==> config.mk <==
export PLATFORM = sky130hd
export DESIGN_NAME = mc_control_fsm
export DESIGN_NICKNAME = d
export VERILOG_FILES = /design/src/rtl/mc_control_fsm.sv
export SDC_FILE = /design/constraint.sdc
export NUM_CORES = 1
export LEC_CHECK = 0
export CORE_MARGIN = 1.5
export CORE_UTILIZATION = 37
export DETAILED_ROUTE_END_ITERATION = 16
export GPL_ROUTABILITY_DRIVEN = 0
export GPL_TIMING_DRIVEN = 0
export MAX_ROUTING_LAYER = met4
export PLACE_DENSITY = 0.77
export RECOVER_POWER = 100
export SETUP_SLACK_MARGIN = 0.5
export SYNTH_ARGS = -nofsm -noshare
export SYNTH_HDL_FRONTEND = slang
export SYNTH_SLANG_ARGS = --single-unit
==> constraint.sdc <==
create_clock -name clk -period 2.1 [get_ports clk]
set_clock_uncertainty 0.05 [all_clocks]
set_input_delay 0.42 -clock clk [delete_from_list [all_inputs] [get_ports clk]]
set_output_delay 0.42 -clock clk [all_outputs]
set_load 0.01 [all_outputs]
==> src/rtl/mc_control_fsm.sv <==
// Multicycle MIPS-style control FSM: decodes the state register into datapath strobes.
// Optional illegal-opcode trap is enabled by defining ILLEGAL_OP_TRAP_EN.
module mc_control_fsm (
  input  logic       clk,
  input  logic       rst_n,
  input  logic [5:0] opcode,
  input  logic       mem_ready,
  output logic       pc_write,
  output logic       pc_write_cond,
  output logic       iord,
  output logic       mem_read,
  output logic       mem_write,
  output logic       ir_write,
  output logic       mem_to_reg,
  output logic       reg_dst,
  output logic       reg_write,
  output logic       alu_src_a,
  output logic [1:0] alu_src_b,
  output logic [1:0] alu_op,
  output logic [1:0] pc_source,
  output logic       instr_done,
  output logic       illegal_op,
  output logic [3:0] state
);

  typedef enum logic [3:0] {
    IDLE   = 4'd0,
    FETCH  = 4'd1,
    DECODE = 4'd2,
    MEMADR = 4'd3,
    MEMRD  = 4'd4,
    MEMWB  = 4'd5,
    MEMWR  = 4'd6,
    EXEC   = 4'd7,
    ALUWB  = 4'd8,
    BRANCH = 4'd9,
    ADDIEX = 4'd10,
    ADDIWB = 4'd11,
    JUMP   = 4'd12,
    TRAP   = 4'd13
  } state_t;

  localparam logic [5:0] OP_LW   = 6'b100011;
  localparam logic [5:0] OP_SW   = 6'b101011;
  localparam logic [5:0] OP_R    = 6'b000000;
  localparam logic [5:0] OP_BEQ  = 6'b000100;
  localparam logic [5:0] OP_ADDI = 6'b001000;
  localparam logic [5:0] OP_J    = 6'b000010;

  state_t state_q;
  state_t state_d;

  assign state = state_q;

  // NOTE: state registers use non-blocking assignment so every flop samples pre-edge values.
  always_ff @(posedge clk or negedge rst_n) begin
    if (!rst_n) state_q <= IDLE;
    else        state_q <= state_d;
  end

  always_comb begin
    // NOTE: every output gets a default first so no path through the case infers a latch.
    state_d       = IDLE;
    pc_write      = 1'b0;
    pc_write_cond = 1'b0;
    iord          = 1'b0;
    mem_read      = 1'b0;
    mem_write     = 1'b0;
    ir_write      = 1'b0;
    mem_to_reg    = 1'b0;
    reg_dst       = 1'b0;
    reg_write     = 1'b0;
    alu_src_a     = 1'b0;
    alu_src_b     = 2'b00;
    alu_op        = 2'b00;
    pc_source     = 2'b00;
    instr_done    = 1'b0;
    illegal_op    = 1'b0;

    case (state_q)
      IDLE: state_d = FETCH;
      FETCH: begin
        mem_read  = 1'b1;
        alu_src_b = 2'b01;
        ir_write  = mem_ready;
        pc_write  = mem_ready;
        state_d   = mem_ready ? DECODE : FETCH;
      end
      DECODE: begin
        alu_src_b = 2'b11;
        case (opcode)
          OP_LW, OP_SW: state_d = MEMADR;
          OP_R:         state_d = EXEC;
          OP_BEQ:       state_d = BRANCH;
          OP_ADDI:      state_d = ADDIEX;
          OP_J:         state_d = JUMP;
          default: begin
`ifdef ILLEGAL_OP_TRAP_EN
            state_d = TRAP;
`else
            // Unknown opcodes retire as a nop straight from decode.
            instr_done = 1'b1;
            state_d    = FETCH;
`endif
          end
        endcase
      end
      MEMADR: begin
        alu_src_a = 1'b1;
        alu_src_b = 2'b10;
        state_d   = (opcode == OP_SW) ? MEMWR : MEMRD;
      end
      MEMRD: begin
        iord     = 1'b1;
        mem_read = 1'b1;
        state_d  = mem_ready ? MEMWB : MEMRD;
      end
      MEMWB: begin
        mem_to_reg = 1'b1;
        reg_write  = 1'b1;
        instr_done = 1'b1;
        state_d    = FETCH;
      end
      MEMWR: begin
        iord       = 1'b1;
        mem_write  = 1'b1;
        instr_done = mem_ready;
        state_d    = mem_ready ? FETCH : MEMWR;
      end
      EXEC: begin
        alu_src_a = 1'b1;
        alu_op    = 2'b10;
        state_d   = ALUWB;
      end
      ALUWB: begin
        reg_dst    = 1'b1;
        reg_write  = 1'b1;
        instr_done = 1'b1;
        state_d    = FETCH;
      end
      BRANCH: begin
        alu_src_a     = 1'b1;
        alu_op        = 2'b01;
        pc_source     = 2'b01;
        pc_write_cond = 1'b1;
        instr_done    = 1'b1;
        state_d       = FETCH;
      end
      ADDIEX: begin
        alu_src_a = 1'b1;
        alu_src_b = 2'b10;
        state_d   = ADDIWB;
      end
      ADDIWB: begin
        reg_write  = 1'b1;
        instr_done = 1'b1;
        state_d    = FETCH;
      end
      JUMP: begin
        pc_source  = 2'b10;
        pc_write   = 1'b1;
        instr_done = 1'b1;
        state_d    = FETCH;
      end
      TRAP: begin
`ifdef ILLEGAL_OP_TRAP_EN
        illegal_op = 1'b1;
        state_d    = TRAP;
`else
        state_d    = IDLE;
`endif
      end
      // Unencoded values 14/15 fall here: outputs stay at their zero defaults.
      default: state_d = IDLE;
    endcase
  end

endmodule
==> results of run 1 <==
[cell usage after synthesis, types with 2 or more instances]
cell / instances / area [um^2]
a21oi_1: 3 / 15.0
buf_2: 2 / 10.0
buf_4: 3 / 22.5
clkbuf_1: 4 / 15.0
dfrtp_1: 4 / 100
nand2_1: 3 / 11.3
nand2b_1: 6 / 37.5
nand4_1: 2 / 12.5
nor2_1: 7 / 26.3
nor2b_1: 5 / 31.3
nor3_1: 6 / 30.0
o21ai_1: 2 / 10.0
o21bai_1: 2 / 15.0
o31ai_1: 2 / 15.0
xnor2_1: 2 / 17.5
[kinds of logic after synthesis]
logic type	after synthesis	share of synthesized area, %
AND/OR/NAND/NOR	35	35.8
buffers and inverters	11	9.71
flip-flops	4	17.7
XOR/XNOR	3	4.64
AO/OA/AOI/OAI	22	29.8
other	1	0.662
multiplexers	1	1.77
[per-stage QoR]
step | instance area (um^2) | setup TNS, ns | utilization, % | hold slack [ns]
CTS | 1280 | -0.00936 | 93.9 | 0.329
detailed placement | 901 | -1.68 | 65.9 | 0.582
global placement | 901 | -1.59 | 65.9 | 0.580
floorplan | 592 | 0 | - | 0.0744
[what timing repair did]
action	4_1_cts
gates resized for setup	146
endpoints found under the setup margin	22
gates cloned	0
pin swaps	10
hold buffers	0
buffers inserted	28
==> metrics.txt, run 1 <==
status=did not finish; Fail Step=global routing (5_1_grt); Error=[ERROR DPL-0038] Utilization greater than 100%, impossible to legalize; asr flop ratio synth=100%; Seq cells post-synth=4; PortBufs=29; YS warnings=0; # clock sinks=4; Synthesized Nets=86; die width=~42 um; starting density of the core=between 40% and 50%; Synth Cell Area=between 500 and 600 um^2; Max clock buf depth=2; H-tree levels=1; largest net degree at the start of global routing=11; Row Count=13; synth unique cells=39; Worst End Pin Type=primary output; Die Height=between 40 and 50 um; Mapped Cells=slightly below 80; sequential element share of the synthesized area=17.7%; Post-synth top flop=dfrtp_1; io pins=31; EDFF count, synth=0; grt repair worst endpoint=instr_done; Final HPWL DP=about 1300 um; CTS root buf=clkbuf_4; Setup Slack @ Placement=-0.810 ns; number of CTS-inserted buffers=3; Mean Syn Cell Area=approximately 7.4 um^2; placed insts=around 120
==> inputs of run 2 (changes only) <==
==> config.mk (replaced) <==
export PLATFORM = sky130hd
export DESIGN_NAME = mc_control_fsm
export DESIGN_NICKNAME = d
export VERILOG_FILES = /design/src/rtl/mc_control_fsm.sv
export SDC_FILE = /design/constraint.sdc
export NUM_CORES = 1
export LEC_CHECK = 0
export CORE_AREA = 2 2 63 65
export DETAILED_ROUTE_END_ITERATION = 16
export DIE_AREA = 0 0 65 67
export GPL_ROUTABILITY_DRIVEN = 0
export GPL_TIMING_DRIVEN = 0
export PLACE_DENSITY_LB_ADDON = 0.15
export RECOVER_POWER = 100
export SYNTH_ARGS = -nofsm -noshare
export SYNTH_HDL_FRONTEND = slang
export SYNTH_SLANG_ARGS = --single-unit
==> run 2 against run 1 <==
The flow now finishes, with violations (setup timing). Synthesized cell count is the same. Synthesized area is the same.
==> metrics.txt, run 2 <==
Clock Pin Slew Worst Setup and Hold Paths=~0.030 ns; critical path arrival=approximately 1.7 ns; Core Util, Final=between 30% and 40%; core area=0.00361 mm^2; router iterations before antenna repair=4; r2r setup slk=approximately 0.76 ns; vias=754; Synth Area in Compound Gates=29.8%; ANT cells=0; final net count=134; max-slew violation count=0; Non-Filler Instances=171; via/cell ratio=between 4 and 5; # clock sinks=4; leading cell type in the layout, fill and taps excluded=buf_4; starting density of the core=~16%; first-pass GRT wire length=~3500 um; Area growth, synth to finish=101%; Finished Cell Area=0.00114 mm^2; achievable frequency=0.472 GHz; Sequential cell area=105 um^2; worst reg2reg path depth=4; final-report hold violation count=0; DRT iter0 DRCs=22; Worst Path Max Fanout=3; Hold Buf Count CTS=0; PortBufs=29; Largest register FFs=4; XOR/XNOR share of the synthesized area=between 4 and 5%; violated checks=setup timing; endpoints failing setup=1; EDFF count, synth=0; post-DR wirelength/cell=approximately 13 um; Row Count=22; number of global-route vias before repair=between 700 and 800; placed insts=154; leading area contributor after synthesis=dfrtp_1; Setup WS post-layout=-0.0195 ns; area of the multi-input gates=a little under 500 um^2; CTS tree=done; CTS root buf=clkbuf_8; largest net degree at the start of global routing=11; Pleak=between 0.5 and 0.6 nW; Final TNS setup=-0.0195 ns; H-tree levels=1; crit path kind=in -> out; asr flop ratio synth=100%; die width=~65 um; Req. time, crit path=around 1.6 ns; Final Cycle Share=101%; Simple-Gate Fraction of Synth Area=between 30% and 40%; worst vdd ir=~0.41 mV; max cap viols=0; io pins=31; antenna violations before repair=0; synth unique cells=39; final WL=between 2000 and 2500 um; worst path cell trace=dlygate4sd2_1 -> or4_4 -> nor3_4 -> o311ai_2 -> buf_2; DRC=0; Synth Cell Area=around 570 um^2; sequential element share of the synthesized area=around 18%; Max clock buf depth=2; clock period minus worst slack=2.12 ns; Worst R2R End=state[0]; worst setup path startpoint=opcode[4]; most instantiated cells after synthesis=nor2_1 (7), nand2b_1 (6), nor3_1 (6); Worst Hold Class=in -> async; worst hold margin=about 0.43 ns; Worst setup SP type=input port; Seq cells post-synth=4; Final HPWL DP=approximately 1500 um; Mean Syn Cell Area=~7.4 um^2; YS warnings=0; Area contributors post-synth=dfrtp_1 (18%), nand2b_1 (6.6%), nor2b_1 (5.5%), nor3_1 (5.3%), nor2_1 (4.6%); Mapped Cells=a little under 80; status=finished with violations; RSZ-0062 raised after global routing=yes; fill count=roughly 390; slowest CP cell=or4_4; Worst-Skew Late Latency=approximately 0.21 ns; crit end category=primary output; highest cell delay on the worst timing path=approximately 0.55 ns; total power=1.19 mW; share of layout cells above drive strength 1=between 30% and 40%; Synthesized Nets=86; gr ovfl total=0; Detail Route Antenna Nets=0; Setup Slack @ Placement=-0.852 ns; worst r2r src=state[2]; Post-synth top flop=dfrtp_1; commonest cells after routing, fill and taps aside=buf_4 (19), dlygate4sd2_1 (15), clkdlybuf4s50_1 (6), nor2_1 (5); die area=roughly 0.0044 mm^2; pwr dens=~1000 mW/mm^2; GRT Overall Usage=10.5%; Synth Area in Adders=0%; number of CTS-inserted buffers=3; main combinational cell family by area after synthesis=simple AND/OR/NAND/NOR gates; Die Height=around 67 um; most frequent cell after synthesis=nor2_1; Synth top area share=17.7%; post-synthesis mux area share=between 1.5 and 2%; placed cell areas=~920 um^2
## run 2: cell counts after synthesis
No cell type changed its count.
## run 2: final cells by class
class / count / area share (%)
multi-input cells: 62 / 42.5
clock buffers: 3 / 3.62
inverters: 2 / 0.658
repair buffers: 45 / 33.1
plain buffers: 7 / 5.59
well taps: 48 / 5.26
flip-flops and latches: 4 / 9.21
## run 2: timing repair
action | 4_1_cts | 5_1_grt
gates resized for setup | 48 | 15
cloned | 0 | 0
pin swaps | 3 | 5
endpoints found under the setup margin | 17 | 4
endpoints found under the hold margin | 0 | 0
buffers inserted | 10 | 6
## run 2: critical path, delay by kind of cell
kind / cells / cell delay, ns
compound gates: 1 / 0.13
buf+inv: 2 / 0.42
simple gates: 2 / 0.68
## run 2: where the power goes
| group | internal, mW | leakage (nW) | total, mW | switching [mW] |
|---|---|---|---|---|
| combinational | 0.463 | 0.501 | 0.861 | 0.398 |
| clock | 0.122 | 0.0216 | 0.156 | 0.0344 |
| sequential | 0.108 | 0.0459 | 0.173 | 0.0652 |
| total | 0.693 | 0.568 | 1.19 | 0.497 |
## run 2: cell families (layout without fill, tap and decap cells)
| kind of cell | after synthesis | count (layout) |
|---|---|---|
| simple gates | 35 | 35 |
| compound gates | 22 | 22 |
| buf+inv | 11 | 57 |
| flops | 4 | 4 |
| xor+xnor | 3 | 3 |
| other cells | 1 | 1 |
| mux | 1 | 1 |
## run 2: how the worst max path moves through the flow
stage	to	cells after the start	slack, ns
final	instr_done	5	-0.02
after global routing	instr_done	4	-0.08
after CTS	instr_done	5	-0.08
after floorplan	instr_done	4	0.17
after detailed placement	instr_done	5	-0.85
after global placement	instr_done	5	-0.86
## run 2: layer usage
metal / up-vias / wire, um / global-route usage (%)
met2: 24 / 1030 / 16.8
met3: 0 / 85 / 1.69
met4: 0 / 0 / 3.99
li1: 375 / - / -
met1: 355 / 1030 / 14.1
met5: - / 0 / 0
No activity file was read; power rests on OpenSTA's default activity.
==> inputs of run 3 (changes only) <==
--- a/config.mk
+++ b/config.mk
@@ -5,6 +5,7 @@
 export SDC_FILE = /design/constraint.sdc
 export NUM_CORES = 1
 export LEC_CHECK = 0
+export ABC_AREA = 1
 export CORE_AREA = 2 2 63 65
 export DETAILED_ROUTE_END_ITERATION = 16
 export DIE_AREA = 0 0 65 67
==> run 3 against run 2 <==
Synthesized cell count is 34% higher. The run now ends clean. Non-clock buffer count down 15. Clock power barely moved. Count of clock-buffer cells in the layout stayed put. Via count is 4.8% lower. Worst setup slack better by 0.11 ns. Synthesized area shrank 4.2%. Power fell by 23%. First-iteration DRC count grew 50%. Combinational power fell by 30%.
==> metrics.txt, run 3 <==
Finished Cell Area=around 0.001 mm^2; Simple-Gate Fraction of Synth Area=about three fifths; CTS root buf=clkbuf_8; total power=0.919 mW; leading area contributor after synthesis=dfrtp_1; area of the multi-input gates=between 300 and 400 um^2; die width=about 65 um; pwr dens=~920 mW/mm^2; max cap viols=0; Row Count=22; Final HPWL DP=between 1000 and 1500 um; RSZ-0062 raised after global routing=no; Worst setup SP type=flip-flop; ANT cells=0; share of layout cells above drive strength 1=between 20 and 30%; GRT Overall Usage=under 10%; Req. time, crit path=around 1.6 ns; number of CTS-inserted buffers=3; Seq cells post-synth=4; most instantiated cells after synthesis=nand2_1 (25), nor2_1 (20), inv_1 (16); vias=about 700; Hold Buf Count CTS=0; Worst Hold Class=in -> async; achievable frequency=between 0.4 and 0.5 GHz; placed cell areas=893 um^2; router iterations before antenna repair=4; Synth top area share=a little under a fifth; Die Height=about 67 um; Synth Area in Adders=0%; commonest cells after routing, fill and taps aside=nand2_1 (24), inv_1 (17), nor2_1 (17), nand3_1 (10), dlygate4sd2_1 (9); most frequent cell after synthesis=nand2_1; die area=approximately 0.0044 mm^2; post-synthesis mux area share=0%; largest net degree at the start of global routing=8; Post-synth top flop=dfrtp_1; endpoints failing setup=0; YS warnings=0; final WL=~1700 um; Final Cycle Share=between 90% and 100%; Mapped Cells=roughly 100; final net count=about 150; # clock sinks=4; Synth Cell Area=543 um^2; Detail Route Antenna Nets=0; gr ovfl total=0; DRT iter0 DRCs=33; Pleak=0.622 nW; EDFF count, synth=0; crit path kind=reg -> out; Worst-Skew Late Latency=0.21 ns; main combinational cell family by area after synthesis=simple AND/OR/NAND/NOR gates; first-pass GRT wire length=2910 um; status=finished, final reports clean; critical path arrival=between 1.5 and 2 ns; Mean Syn Cell Area=about 5.3 um^2; Synthesized Nets=approximately 110; clock period minus worst slack=a little over 2 ns; CTS tree=done; starting density of the core=15.1%; Synth Area in Compound Gates=under 10%; Max clock buf depth=2; PortBufs=29; via/cell ratio=3.82; post-DR wirelength/cell=9.30 um; core area=between 0.003 and 0.004 mm^2; Area growth, synth to finish=84.8%; Area contributors post-synth=dfrtp_1 (18%), nand2_1 (17%), nor2_1 (14%), nand3_1 (11%), inv_1 (11%); H-tree levels=1; XOR/XNOR share of the synthesized area=0%; asr flop ratio synth=100%; DRC=0; synth unique cells=16; fill count=between 400 and 500; Worst Path Max Fanout=5; Clock Pin Slew Worst Setup and Hold Paths=about 0.030 ns; sequential element share of the synthesized area=about 18%; number of global-route vias before repair=between 600 and 700; max-slew violation count=0; leading cell type in the layout, fill and taps excluded=nand2_1; antenna violations before repair=0; Largest register FFs=4; worst vdd ir=roughly 0.17 mV; final-report hold violation count=0; crit end category=primary output; Sequential cell area=around 100 um^2; io pins=31
[run 3: cell types whose count changed after synthesis, moves of 3 or more]
| cell | before | now |
|---|---|---|
| nand2_1 | 3 | 25 |
| inv_1 | 1 | 16 |
| nor2_1 | 7 | 20 |
| nand3_1 | 0 | 12 |
| inv_2 | 0 | 8 |
| nand2b_1 | 6 | 0 |
| nor2b_1 | 5 | 0 |
| nor3_1 | 6 | 1 |
| clkbuf_1 | 4 | 0 |
| nor2_2 | 0 | 4 |
| a21oi_1 | 3 | 0 |
[run 3: logic make-up after synthesis]
kind of cell,count (synthesis)
AO/OA/AOI/OAI,2
AND/OR/NAND/NOR,69
flip-flops,4
buffers and inverters,27
other,1
[run 3: path summary, 6_finish.rpt]
kind	endpoint	cells past startpoint	startpoint	slack, ns
worst max-delay path	alu_op[1]	4	state[3]	0.09
worst min-delay path	state[0]	1	rst_n	0.43
worst max register to register	state[0]	6	state[0]	0.77
worst min register to register	state[2]	3	state[1]	0.71
max in group asynchronous	state[3]	1	rst_n	1.38
min in group clk	state[1]	5	opcode[3]	0.62
[run 3: metal layers]
metal  wire length [um]  GRT usage, %
met5                  0             0
met4                 19          4.79
met3                108          1.18
met2                843          15.2
met1                777          10.0
[run 3: worst max-delay path, cell delays in order (launching register included)]
cell and delay, ns:
dfrtp_2 0.45, nor2_4 0.17, inv_2 0.05, nor2_2 0.11, clkdlybuf4s50_1 0.55
[run 3: power by group]
part           switching (mW)  internal [mW]  leakage (nW)
sequential             0.0541          0.107        0.0473
combinational           0.332          0.270         0.553
clock                  0.0339          0.122        0.0216
[run 3: final cells by class]
| type | count | share of cell area (%) |
|---|---|---|
| multi-input cells | 72 | 35.9 |
| well taps | 48 | 5.99 |
| plain buffers | 3 | 2.24 |
| inverters | 24 | 8.98 |
| flip-flops and latches | 4 | 10.3 |
| clock buffers | 3 | 4.11 |
| repair buffers | 34 | 32.4 |
[run 3: per-stage QoR]
stage,cells,hold slack [ns],util [%],setup slack [ns],TNS (ns)
floorplan,103,0.0744,-,0.551,0
global placement,180,0.578,24.8,-0.411,-0.536
detailed placement,180,0.587,24.8,-0.413,-0.516
CTS,186,0.362,26.9,-0.125,-0.125
global route,188,0.436,27.8,0.0151,0
finish,188,0.431,27.8,0.0861,0
[run 3: what timing repair did]
action                                  4_1_cts  5_1_grt
resized for setup                            19       21
pin swaps                                     0        3
endpoints found under the setup margin       12        6
buffers inserted                              3        2
==> inputs of run 4 (changes only) <==
==> constraint.sdc (replaced) <==
create_clock -name clk -period 2 [get_ports clk]
set_clock_uncertainty 0.05 [all_clocks]
set_input_delay 0.4 -clock clk [delete_from_list [all_inputs] [get_ports clk]]
set_output_delay 0.4 -clock clk [all_outputs]
set_load 0.01 [all_outputs]
==> run 4 against run 3 <==
Worst setup slack got worse by 0.0080 ns. Wire length rose by 0.69%. Highest routed layer unchanged. Global-route usage barely moved. Sequential power rose by 7%. Flip-flop and latch count did not move. Via count rose by 0.42%. Largest power group unchanged. Core utilization rose by 1.1 points. Combinational power rose by 13%.
==> metrics.txt, run 4 (same netlist as run 3, synthesis figures left out) <==
number of CTS-inserted buffers=3; router iterations before antenna repair=4; Die Height=67 um; final WL=~1800 um; sw frac=between 40% and 50%; final-report hold violation count=0; io pins=31; worst hold margin=0.411 ns; starting density of the core=between 10% and 20%; Area growth, synth to finish=92.2%; first-pass GRT wire length=around 2900 um; GRT Overall Usage=8.59%; Clock Pin Slew Worst Setup and Hold Paths=approximately 0.030 ns; Worst setup SP type=input port; fill count=approximately 420; DRT iter0 DRCs=48; crit path kind=in -> out; Detail Route Antenna Nets=0; max cap viols=0; number of global-route vias before repair=between 600 and 700; Worst-Skew Late Latency=~0.21 ns; core area=0.00361 mm^2; crit end category=primary output; CTS root buf=clkbuf_8; Worst Path Max Fanout=3; achievable frequency=0.520 GHz; Gate power share=between 60% and 70%; commonest cells after routing, fill and taps aside=nand2_1 (24), inv_1 (15), nor2_1 (13), dlymetal6s2s_1 (11), dlygate4sd2_1 (11); die area=between 0.004 and 0.005 mm^2; Pleak=between 0.7 and 0.8 nW; final net count=about 150; Non-Filler Instances=between 150 and 200; H-tree levels=1; max-slew violation count=0; pwr dens=972 mW/mm^2; Max clock buf depth=2; P_int=about 0.55 mW; # clock sinks=4; worst vdd ir=around 0.20 mV; post-DR wirelength/cell=a little over 9 um; ANT cells=0; Row Count=22; clock period minus worst slack=1.92 ns; placed insts=180; PortBufs=29; Worst Hold Class=in -> async; Final Cycle Share=between 90% and 100%; die width=65 um; largest net degree at the start of global routing=7; register share of total power=between 10% and 20%; leading cell type in the layout, fill and taps excluded=nand2_1; Final HPWL DP=roughly 1500 um; Req. time, crit path=between 1.5 and 2 ns; status=finished, final reports clean; share of layout cells above drive strength 1=31.9%; DRC=0; RSZ-0062 raised after global routing=yes; via/cell ratio=around 3.8; endpoints failing setup=0; CTS tree=done; vias=a little over 700; Psw=between 0.4 and 0.5 mW; Clk pwr share=between 10% and 20%; Setup WS post-layout=0.0781 ns; critical path arrival=between 1 and 1.5 ns; antenna violations before repair=0; Largest register FFs=4; gr ovfl total=0; Setup Slack @ Placement=-0.473 ns
==> run 4: changes by cell type in the layout (fill, tap and decap cells not counted), sizes merged <==
| cell | previous run | this run |
|---|---|---|
| clkbuf | 5 | 4 |
| buf | 7 | 9 |
| clkdlybuf4s25 | 3 | 0 |
| dlymetal6s2s | 6 | 11 |
| clkdlybuf4s50 | 7 | 5 |
| dlygate4sd3 | 3 | 1 |
| dlygate4sd2 | 9 | 11 |
==> run 4: final timing paths <==
check	start	endpoint	cells past startpoint	slack (ns)
max	mem_ready	instr_done	6	0.08
min	rst_n	state[0]	1	0.41
max reg2reg	state[0]	state[0]	6	0.71
min reg2reg	state[1]	state[2]	3	0.70
max in group asynchronous	rst_n	state[3]	1	1.30
min in group clk	opcode[4]	state[1]	4	0.61
==> run 4: through the flow <==
step	TNS (ns)	util, %	instance area [um^2]	total power, mW
detailed placement	-0.732	24.8	893	0.831
global route	-0.0127	28.9	1040	1.12
floorplan	0	-	543	0.492
finish	0	28.9	1040	1.01
global placement	-0.760	24.8	893	0.835
CTS	-0.185	27.2	980	1.02
==> run 4: critical path, cell delays in order <==
cell and delay [ns]:
clkdlybuf4s50_1 0.46, inv_1 0.12, nor2_1 0.06, nor3_2 0.21, nand2_1 0.08, clkbuf_2 0.13
==> run 4: what timing repair did <==
item	CTS	global route
setup buffers	4	2
hold buffers	0	0
pin swaps	0	4
endpoints found under the setup margin	17	7
resized for setup	23	21
==> run 4: power groups by stage <==
stage / clock network [mW] / registers [mW] / logic (mW)
after global routing: 0.180 / 0.177 / 0.766
after global placement: 0 / 0.165 / 0.670
final: 0.163 / 0.172 / 0.679
after floorplan: 0 / 0.166 / 0.325
after CTS: 0.169 / 0.170 / 0.677
after detailed placement: 0 / 0.164 / 0.667
==> run 4: layer usage <==
layer / up-vias / routed length (um) / share of wire (%) / track usage [%]
met1: 311 / 773 / 44 / 9.91
met3: 2 / 126 / 7.2 / 1.18
met5: - / 0 / 0 / 0
met2: 29 / 839 / 48 / 15.2
li1: 379 / - / - / -
met4: 0 / 19 / 1.1 / 4.79
==> run 4: cell type report <==
cell class	instances	area (um^2)	area share [%]
inverters	24	90.1	8.63
plain buffers	3	22.5	2.16
clock buffers	3	41.3	3.96
flip-flops and latches	4	105	10.1
well taps	48	60.1	5.76
repair buffers	35	344	33.0
multi-input cells	72	380	36.5
==> edit 1 (flow settings as in run 3) <==
Reset style: synchronous (`rst_n`), changed in one clocked block.
--- a/src/rtl/mc_control_fsm.sv
+++ b/src/rtl/mc_control_fsm.sv
@@ -55,3 +55,3 @@
   // NOTE: state registers use non-blocking assignment so every flop samples pre-edge values.
-  always_ff @(posedge clk or negedge rst_n) begin
+  always_ff @(posedge clk) begin
     if (!rst_n) state_q <= IDLE;
Formal check against the unedited RTL: differs if rst_n is asserted again (counterexample within 4 cycles, from zero or initial values and one cycle with rst_n low); with rst_n held inactive, the same outputs for 10 cycles.
==> edit 1 against run 3 <==
Routed wire length decreased by 2.6%. Via count decreased by 2.6%. Worst setup slack got worse by 0.013 ns. Sequential cell count unchanged. Count of clock-buffer cells in the layout unchanged. Highest routed layer is now met3. Global-route usage decreased by 0.30 points. Cell count decreased by 3.7%. Largest cell class unchanged. Synthesized cell count decreased by 3.9%. Critical path depth unchanged. Design area decreased by 5.5%. Synthesized area decreased by 8.1%.
Power is not compared: it rests on default switching activity, and its combinational part moved more than twofold at a synthesized area within 25%.
==> edit 1: results (changes against run 3) <==
number of fill cells 414 (-3.7%); Max Fclk 493 MHz (-0.62%); Netlist cell types 17 (+1); ant diodes 0 (unchanged); pin count of the biggest net entering global routing 8 (unchanged); clock-net power 0.156 mW; ANT nets after route 0 (unchanged); Place WS -0.377 ns (+0.0354 ns); Hold Path Origin rst_n; Worst-path clk slew 0.03 ns (about the same); worst setup path endpoint pc_write; Iter 0 DRT Violations 11 (-67%); largest cells by area after synthesis nand2_1 (17%), dfxtp_1 (16%), inv_1 (15%), nor2_1 (14%), nand3_1 (13%); top cells by count, synth nand2_1 (22), inv_1 (20), nor2_1 (19), nand3_1 (13), dfxtp_1 (4); average cell area after synthesis 5.04 um^2 (-4.3%); via count 699 (-2.6%); R2R depth 8 (+2); first-pass GRT wire length 2.80 mm (-3.8%); r2r setup slk 0.74 ns (-0.03 ns); Max stage delay cell, worst path clkdlybuf4s50_1; overall routing resource usage 8.32% (-0.30 points); met1 WL 697 um (-10%); met2 WL 894 um (+6.0%); met2 Usage GRT 15.5% (+0.26 points); max FFs per register 4 (unchanged); latest clock arrival within the worst-skew pair 0.21 ns (about the same); Root Buffer clkbuf_8; antenna violations before repair 0 (unchanged); pwr/cell area 389 nW/um^2; GRT met3 Usage 2.36% (+1.2 points); sequential area share after synthesis 16.0% (-2.4 points); hold path cells 3; Final nets 144 (-4.6%); H-Tree Depth 1 (unchanged); vias in the first global route 664 (-4.6%); met1 Track Usage GR 8.84% (-1.2 points); HP Class in2reg; Async SR Flop Fraction 0% (-100 points); Placed Cells 176 (-2.2%); layout cells sized above 1 18.0% (-7.7 points); port bufs 29 (unchanged); NetSw 0.106 mW; WL final 1.70 mm (-2.6%); worst r2r src state[1]; worst reg2reg endpoint state[0]; Setup crit start state[2]; run status finished clean; post-DP HPWL 1.47 mm (+0.82%); Vias/cell 3.86 (+1.1%); predominant post-synthesis flop cell dfxtp_1; met3 WL 110 um (+1.9%); final hold slack 0.726 ns (+0.295 ns); Syn Nets 108 (-3.6%); Max Used Layer met3; Synth Area in Compound Gates 6.02% (+4.2 points); Crit Path Max Fanout 7 (+2); dpl cell area 850 um^2 (-4.9%); critical path arrival 1.56 ns (+0.02 ns); CP max stage delay 0.53 ns (-0.02 ns); post-synthesis mux area share 0% (unchanged)
==> edit 1: cell count changes in the layout (fill, tap and decap cells not counted), sizes merged, moves of 3 or more <==
cell,change
a21oi,+3
clkdlybuf4s25,-3
dlygate4sd2,-6
dfrtp,-4
nor2,-4
dfxtp,+4
clkdlybuf4s50,+14
dlygate4sd3,-3
nand2,-4
inv,-3
==> edit 1: area by class of cell <==
| type | instances | area [um^2] | share of cell area [%] |
|---|---|---|---|
| inverter | 21 | 78.8 | 8.31 |
| sequential | 4 | 92.6 | 9.76 |
| clock buffer | 3 | 41.3 | 4.35 |
| timing repair buffer | 31 | 307 | 32.3 |
| buffer | 2 | 15.0 | 1.58 |
| tap | 48 | 60.1 | 6.33 |
| multi-input combinational | 72 | 354 | 37.3 |
==> edit 1: repair_timing <==
| action | in CTS | in global routing |
|---|---|---|
| buffers inserted | 0 | 2 |
| setup endpoints to repair | 13 | 8 |
| pin swaps | 1 | 2 |
| gates resized for setup | 15 | 12 |
==> edit 2 (config.mk and constraints of run 3) <==
Without the edit above. Build with the macro `ILLEGAL_OP_TRAP_EN` defined.
--- a/src/rtl/mc_control_fsm.sv
+++ b/src/rtl/mc_control_fsm.sv
@@ -2,2 +2,4 @@
 // Optional illegal-opcode trap is enabled by defining ILLEGAL_OP_TRAP_EN.
+`define ILLEGAL_OP_TRAP_EN
+
 module mc_control_fsm (
Formal check against the unedited RTL: not equivalent (a bounded check fails within 4 cycles, from zero or initial values and one cycle with rst_n low).
==> edit 2 against run 3 <==
Die area stayed put. Synthesized area grew 1.2%. Worst setup slack lost 0.038 ns. Non-clock buffer count grew 10. Clock power grew 5%. Sequential cell count unchanged. Utilization grew 2.9 points. Combinational power grew 76%. Total power is 55% higher. Largest cell class unchanged. Routed wire length rose by 16%. Highest routed layer is now met3. Design area up 10%. First-iteration DRC count up 3.0%.
==> edit 2: results (changes against run 3) <==
Max Used Layer met3; number of fill cells 425 (-1.2%); largest cells by area after synthesis dfrtp_1 (18%), nand2_1 (12%), nand3_1 (12%), inv_1 (11%), nor2_1 (8.2%); vias in the first global route 736 (+5.7%); critical path arrival 1.58 ns (+0.04 ns); sequential area share after synthesis 18.2% (-0.21 points); Final nets 156 (+3.3%); Iter 0 DRT Violations 34 (+3.0%); run status finished clean; clock-net power 0.164 mW (+5%); met2 Usage GRT 17.7% (+2.4 points); Gate power share 74.8% (+9.3 points); Syn Nets 106 (-5.4%); Netlist cell types 20 (+4); met1 WL 852 um (+9.7%); dpl cell area 910 um^2 (+1.8%); post-DP HPWL 1.53 mm (+4.5%); synth warn 0 (unchanged); worst reg2reg endpoint state[0]; WL final 2.02 mm (+16%); Vias/cell 4.03 (+5.4%); Max IR drop VDD 0.000333 V (+91%); met1 Track Usage GR 11.9% (+1.9 points); port bufs 30 (+3.4%); layout cells sized above 1 35.9% (+10 points); NetSw 0.675 mW (+61%); Crit Path Max Fanout 6 (+1); met2 WL 1.03 mm (+22%); GRT met3 Usage 3.04% (+1.9 points); top cells by count, synth nand2_1 (18), inv_1 (16), nand3_1 (13), nor2_1 (12); routed length per instance 10.5 um (+13%); Setup crit start state[1]; worst-margin pin slew 0.310 ns; first-pass GRT wire length 3.41 mm (+17%); R2R depth 8 (+2); overall routing resource usage 10.1% (+1.4 points); HP Class in2async; met3 WL 139 um (+29%); pin count of the biggest net entering global routing 7 (-1); r2r setup slk 0.67 ns (-0.10 ns); worst setup path endpoint illegal_op; Leakage 0.617 nW (-0.78%); worst r2r src state[3]
## edit 2: timing repair
item / 4_1_cts / 5_1_grt
gates resized for setup: 33 / 11
setup endpoints to repair: 18 / 5
hold endpoints to repair: 0 / 0
setup buffers: 12 / 3
pin swaps: 5 / 2
## edit 2: metrics by stage
stage | cells | worst slack, ns | total power [mW] | util, % | hold slack [ns]
3_5_place_dp | 175 | -0.236 | 1.07 | 25.2 | 0.587
2_1_floorplan | 97 | 0.432 | 0.635 | - | 0.0744
5_1_grt | 193 | -0.0427 | 1.55 | 30.7 | 0.446
6_report | 193 | 0.0485 | 1.42 | 30.7 | 0.429
3_3_place_gp | 175 | -0.246 | 1.07 | 25.2 | 0.580
4_1_cts | 190 | -0.0680 | 1.37 | 29.6 | 0.358
## edit 2: cell type report
type / instances / area share [%]
multi-input combinational: 68 / 37.4
timing repair buffer: 45 / 34.6
sequential: 4 / 9.49
inverter: 23 / 8.02
tap: 48 / 5.42
clock buffer: 3 / 3.73
buffer: 2 / 1.36
## edit 2: logic make-up (layout without fill, tap and decap cells)
family	count (synthesis)	after routing	share of synthesized area, %
AO/OA/AOI/OAI	9	9	9.79
flip-flops	4	4	18.2
buffers and inverters	25	73	18.5
AND/OR/NAND/NOR	59	59	53.5
## edit 2: worst min path at each step
stage,end,depth (start not counted),start,slack (ns)
after floorplan,state[0],0,rst_n,0.07
after global placement,state[0],1,rst_n,0.58
after detailed placement,state[1],1,rst_n,0.59
after CTS,state[0],1,rst_n,0.36
after global routing,state[0],1,rst_n,0.45
final,state[0],1,rst_n,0.43
## edit 2: critical path, delay by kind of cell, from the launching register on
family	cells	cell delay [ns]
buf+inv	2	0.60
flops	1	0.46
simple gates	2	0.31
